--- config.mk ---
export PLATFORM = sky130hd
export DESIGN_NAME = regfile_dump
export DESIGN_NICKNAME = d
export VERILOG_FILES = /design/src/rtl/regfile_dump.sv
export SDC_FILE = /design/constraint.sdc
export NUM_CORES = 1
export LEC_CHECK = 0
export ABC_CLOCK_PERIOD_IN_PS = 1700
export CAP_MARGIN = 10
export CORE_ASPECT_RATIO = 2
export CORE_MARGIN = 10
export CORE_UTILIZATION = 30
export CTS_CLUSTER_DIAMETER = 200
export DETAILED_ROUTE_END_ITERATION = 6
export GPL_ROUTABILITY_DRIVEN = 0
export GPL_TIMING_DRIVEN = 0
export PLACE_DENSITY_LB_ADDON = 0.05
export RECOVER_POWER = 50
export SLEW_MARGIN = 30
export SYNTH_ARGS = -nofsm -noshare
export SYNTH_HDL_FRONTEND = slang
export SYNTH_SLANG_ARGS = --single-unit
--- constraint.sdc ---
create_clock -name clk -period 1.7 [get_ports clk]
set_input_delay 0.425 -clock clk [delete_from_list [all_inputs] [get_ports clk]]
set_output_delay 0.425 -clock clk [all_outputs]
set_load 0.005 [all_outputs]
--- src/rtl/regfile_dump.sv ---
// regfile_dump: scans register-file entries 0..NREGS-1 through a combinational read port
//   and streams each one out over a valid/ready handshake.
// Latency: 1 cycle from start to the first read; at least 2 cycles per word (READ then SEND).
// Backpressure: out_valid is held and out_index/out_data stay stable while out_ready=0.
// Optional feature: define REGFILE_DUMP_CHECKSUM_EN to append an XOR checksum word.
//   That word carries out_index=NREGS and out_data=XOR of all words sent.
// Ports:
//   clk, reset_n          - clock (rising edge) and asynchronous active-low reset
//   start                 - request a full dump; only looked at while idle
//   rf_addr / rf_rdata    - register-file read port (address out, data back in the same cycle)
//   out_valid/out_ready   - output handshake; a word moves on an edge where both are high
//   out_index / out_data  - register index (NREGS for the checksum) and its data
//   busy / done           - busy while not idle; done pulses for one cycle at the end
module regfile_dump #(
  parameter int NREGS = 32,
  parameter int DW    = 32
) (
  input  logic          clk,
  input  logic          reset_n,
  input  logic          start,
  output logic [4:0]    rf_addr,
  input  logic [DW-1:0] rf_rdata,
  output logic          out_valid,
  input  logic          out_ready,
  output logic [5:0]    out_index,
  output logic [DW-1:0] out_data,
  output logic          busy,
  output logic          done
);

  localparam logic [5:0] LAST_IDX = 6'(NREGS - 1);

`ifdef REGFILE_DUMP_CHECKSUM_EN
  localparam logic [5:0] CSUM_IDX = 6'(NREGS);
  typedef enum logic [2:0] {S_IDLE, S_READ, S_SEND, S_CSUM, S_DONE} state_t;
`else
  typedef enum logic [2:0] {S_IDLE, S_READ, S_SEND, S_DONE} state_t;
`endif

  state_t          r_state;
  state_t          w_next_state;
  logic [5:0]      r_index;
  logic [DW-1:0]   r_out_data;
  logic            w_xfer;
  logic            w_last;
`ifdef REGFILE_DUMP_CHECKSUM_EN
  logic [DW-1:0]   r_csum;
`endif

  assign w_xfer = out_valid & out_ready;
  assign w_last = (r_index == LAST_IDX);

  // State register
  always_ff @(posedge clk or negedge reset_n) begin
    if (!reset_n) begin
      r_state <= S_IDLE;
    end else begin
      r_state <= w_next_state;
    end
  end

  // Next state and state-decoded outputs. All outputs are decoded from registers only.
  always_comb begin
    w_next_state = r_state;
    rf_addr      = '0;
    out_valid    = 1'b0;
    out_index    = '0;
    busy         = (r_state != S_IDLE);
    done         = 1'b0;
    case (r_state)
      S_IDLE: begin
        if (start) w_next_state = S_READ;
      end
      S_READ: begin
        rf_addr      = r_index[4:0];
        w_next_state = S_SEND;
      end
      S_SEND: begin
        out_valid = 1'b1;
        out_index = r_index;
        if (w_xfer) begin
`ifdef REGFILE_DUMP_CHECKSUM_EN
          w_next_state = w_last ? S_CSUM : S_READ;
`else
          w_next_state = w_last ? S_DONE : S_READ;
`endif
        end
      end
`ifdef REGFILE_DUMP_CHECKSUM_EN
      S_CSUM: begin
        out_valid = 1'b1;
        out_index = CSUM_IDX;
        if (w_xfer) w_next_state = S_DONE;
      end
`endif
      S_DONE: begin
        done         = 1'b1;
        w_next_state = S_IDLE;
      end
      default: w_next_state = S_IDLE;
    endcase
  end

  assign out_data = r_out_data;

  // Datapath: index counter, captured read data and running checksum
  always_ff @(posedge clk or negedge reset_n) begin
    if (!reset_n) begin
      r_index    <= '0;
      r_out_data <= '0;
`ifdef REGFILE_DUMP_CHECKSUM_EN
      r_csum     <= '0;
`endif
    end else begin
      case (r_state)
        S_IDLE: begin
          if (start) begin
            r_index <= '0;
`ifdef REGFILE_DUMP_CHECKSUM_EN
            r_csum  <= '0;
`endif
          end
        end
        S_READ: begin
          r_out_data <= rf_rdata;
        end
        S_SEND: begin
          if (w_xfer) begin
`ifdef REGFILE_DUMP_CHECKSUM_EN
            r_csum <= r_csum ^ r_out_data;
            // The last word is folded in directly so the checksum word is ready next cycle.
            if (w_last) r_out_data <= r_csum ^ r_out_data;
`endif
            // Index stops at NREGS-1; it never wraps.
            if (!w_last) r_index <= r_index + 6'd1;
          end
        end
        default: ;
      endcase
    end
  end

endmodule

==> out/results.tsv <==
stage	metric	value	unit
layout	diodes inserted	0	
synth	xor/xnor share of the synthesized area	0	
synth	post-synth cell types	28	
clocking	Max Buffers Root-to-Sink	2	
placement	dpl cells	337	
setup_path	Crit-path slowest cell	dfrtp_1	
clocking	CTS tree	built	
setup_path	Cell Chain, Critical Path	buf_6 > nor2b_4 > buf_6 > buf_6 > and2_4 > buf_6	
synth	Async SR Flop Fraction	1.00	
routing	First-pass DRT Iterations	4	
synth	Gate Count Post-Synth	195	
worst_hold_path	Hold WC Path Type	in -> async	
layout	number of nets in the layout	336	
synth	Yosys warning count	0	
power	Pleak	1.43	nW
power	Tot Pwr	0.00442	W
synth	syn_nets	232	
synth	main combinational cell family by area after synthesis	simple AND/OR/NAND/NOR gates	
global_routing	vias in the first global route	1701	
synth	Post-Synth Adder-Cell Area	0.00731	
global_routing	Total GRT Usage	0.113	
routing	ANT nets after route	0	
clocking	clock-pin slew on the worst setup and hold paths	0.07	ns
global_routing	global route overflow	0	
setup_path	CP Launch Type	flop	
layout	multi-input logic area	696	um^2
die	IO Pins	82	
layout	storage element area	1000	um^2
clocking	total CTS buffers	5	
timing	post-route clock period utilization	1.08	
routing	drt drc	0	
power	PwrDens	1550	nW/um^2
synth	sequential share of the synthesized area	0.585	
setup_path	Critical Path End Type	output port	
setup_path	crit path max fanout	5	
synth	count leader, synth	nand2_1	
clocking	CTS Hold Bufs	0	
synth	Synth top area share	0.585	
setup_path	Reg-to-Reg End	r_index[2]	
synth	mapped cell area	1710	um^2
clocking	clk sinks	40	
die	Horiz. Die Dim	73.4	um
global_routing	first-pass GRT wire length	8560	um
die	core area	5470	um^2
synth	Synth top cells by count	nand2_1, dfrtp_1, and2_1	
synth	dominant cell type by area after synthesis	dfrtp_1	
die	die footprint	9310	um^2
layout	share of post-route cells with drive strength above 1	0.174	
timing	RSZ-0062 raised after global routing	yes	
clocking	clk root buf	clkbuf_8	
timing	final setup margin	-0.142	ns
run_status	failing checks	setup timing	
synth	Post-synth top flop	dfrtp_1	
timing	Pins Over Slew Limit	0	
setup_path	reg2reg start	r_index[0]	
setup_path	largest stage delay on the critical path	0.39	ns
routing	Iter 0 DRT Violations	49	
synth	synthesized area per cell	8.78	um^2
run	number of max-cap violations	0	
placement	post-place setup slack	-0.446	ns
placement	DPL Wire Length	3920	um
routing	WL/cell	14.5	um
die	num rows	38	
power	VDD IR max	0.876	mV
timing	Slew HR	0.408	
placement	Buffers on Ports	81	
setup_path	required time of the worst setup path	1.27	ns
setup_path	Buf/Inv on CP	4	
clocking	H-tree depth	2	
synth	Synth Register Bits	40	
timing	min Tclk post-route	1.84	ns
synth	post-synthesis compound-gate area fraction	0.0431	
synth	Post-synth EDFFs	0	
layout	P&R area growth vs syn	67.0	%
setup_path	Reg2Reg Depth	5	
layout	fillers	562	
setup_path	crit-path leading delay family	buffers and inverters	
setup_path	R2R Setup Slk	0.06	ns
timing	Setup Viol. Count Final	8	
routing	via count	1608	
layout	utilization after layout	0.523	
timing	Final Hold Viols	0	
setup_path	most used cell, CP	buf_6	
synth	Synth Area in Simple Gates	0.321	
global_routing	initial antenna violation count	0	
routing	via/cell ratio	4.48	
routing	final WL	5190	um
global_routing	largest net degree at the start of global routing	26	
synth	Area contributors post-synth	dfrtp_1, nand2_1, and2_1, buf_2, mux2i_1	
timing	Final Skew	0.00284	ns
die	Vert. Die Dim	127	um
timing	slew of the pin with the lowest slew margin	0.888	ns
timing	achievable frequency	543	MHz
run_status	outcome	finished, violations left	
die	initial core utilization	0.313	
synth	mux share of post-synthesis cell area	0.0117	
clocking	Worst-Skew Late Latency	0.28	ns
layout	Non-Filler Instances	359	
setup_path	worst setup path class	reg -> out	
setup_path	Critical Path AT	1.42	ns
placed cells by master, fill, tap and decap left out, types with 2 or more instances in the layout:
| master | count |
|---|---|
| buf_6 | 14 |
| clkbuf_8 | 5 |
| dfrtp_1 | 39 |
| nand2b_1 | 2 |
| and2_1 | 4 |
| clkbuf_1 | 7 |
| buf_4 | 9 |
| nand2_1 | 98 |
| clkdlybuf4s50_1 | 65 |
| nor2b_4 | 2 |
| nand3_1 | 4 |
| inv_1 | 3 |
| nand4_1 | 2 |
| nor2_1 | 3 |
| o21ai_0 | 2 |
| mux2i_1 | 2 |
| and2_4 | 7 |
| clkbuf_2 | 3 |
| buf_2 | 6 |
worst max-delay path by stage:
| stage | startpoint | end | slack (ns) | cells after the start |
|---|---|---|---|---|
| floorplan | r_state[1] | rf_addr[1] | 0.25 | 4 |
| global placement | reset_n | out_data[3] | -0.94 | 1 |
| detailed placement | r_state[1] | rf_addr[1] | -0.45 | 5 |
| CTS | r_state[1] | out_index[1] | -0.14 | 6 |
| global route | r_state[1] | out_index[1] | -0.19 | 6 |
| finish | r_state[1] | out_index[1] | -0.14 | 6 |
metal layers:
metal | global-route usage | wire length, um
met5 | 0 | 0
met2 | 0.193 | 2630
met4 | 0.0364 | 70
met3 | 0.0445 | 500
met1 | 0.123 | 1990
worst reg2reg max path: stages, from the launching register on:
cell      delay, ns
dfrtp_1        0.46
ha_1           0.28
nand4_1        0.14
nand2b_1       0.25
a21boi_0       0.13
a211o_1        0.27
state kept, by name, summed over array words and instances (netlist names):
register / cells
out_data: 32
r_index: 6
r_state: 2
where the power goes:
group,switching [W],internal (W)
logic,0.000916,0.00133
clock network,0.000311,0.000279
registers,0.000224,0.00136
area by class of cell:
cell class	instances	area share
plain buffers	8	0.0223
clock buffers	6	0.0254
clock inverters	1	0.00175
inverters	3	0.00394
multi-input cells	142	0.243
flip-flops and latches	40	0.351
well taps	60	0.0263
repair buffers	99	0.326
logic make-up after synthesis:
logic type               after synthesis
multiplexers                           2
AND/OR/NAND/NOR                      129
flip-flops                            40
buffers and inverters                 13
adder cells (fa/ha/maj)                1
AO/OA/AOI/OAI                         10
what timing repair did:
action	CTS	global route
setup endpoints to repair	14	17
cloned	0	0
hold endpoints to repair	0	0
pin swaps	1	1
buffers inserted	16	2
gates resized for setup	84	7
stage by stage:
stage | area [um^2] | TNS [ns] | hold slack (ns)
3_5_place_dp | 2610 | -4.78 | 0.381
3_3_place_gp | 2600 | -42.18 | 0.456
4_1_cts | 2880 | -0.845 | 0.0663
6_report | 2860 | -0.466 | 0.235
5_1_grt | 2860 | -1.87 | 0.290
2_1_floorplan | 1710 | 0 | 0.129
(Power assumes the default switching activity.)
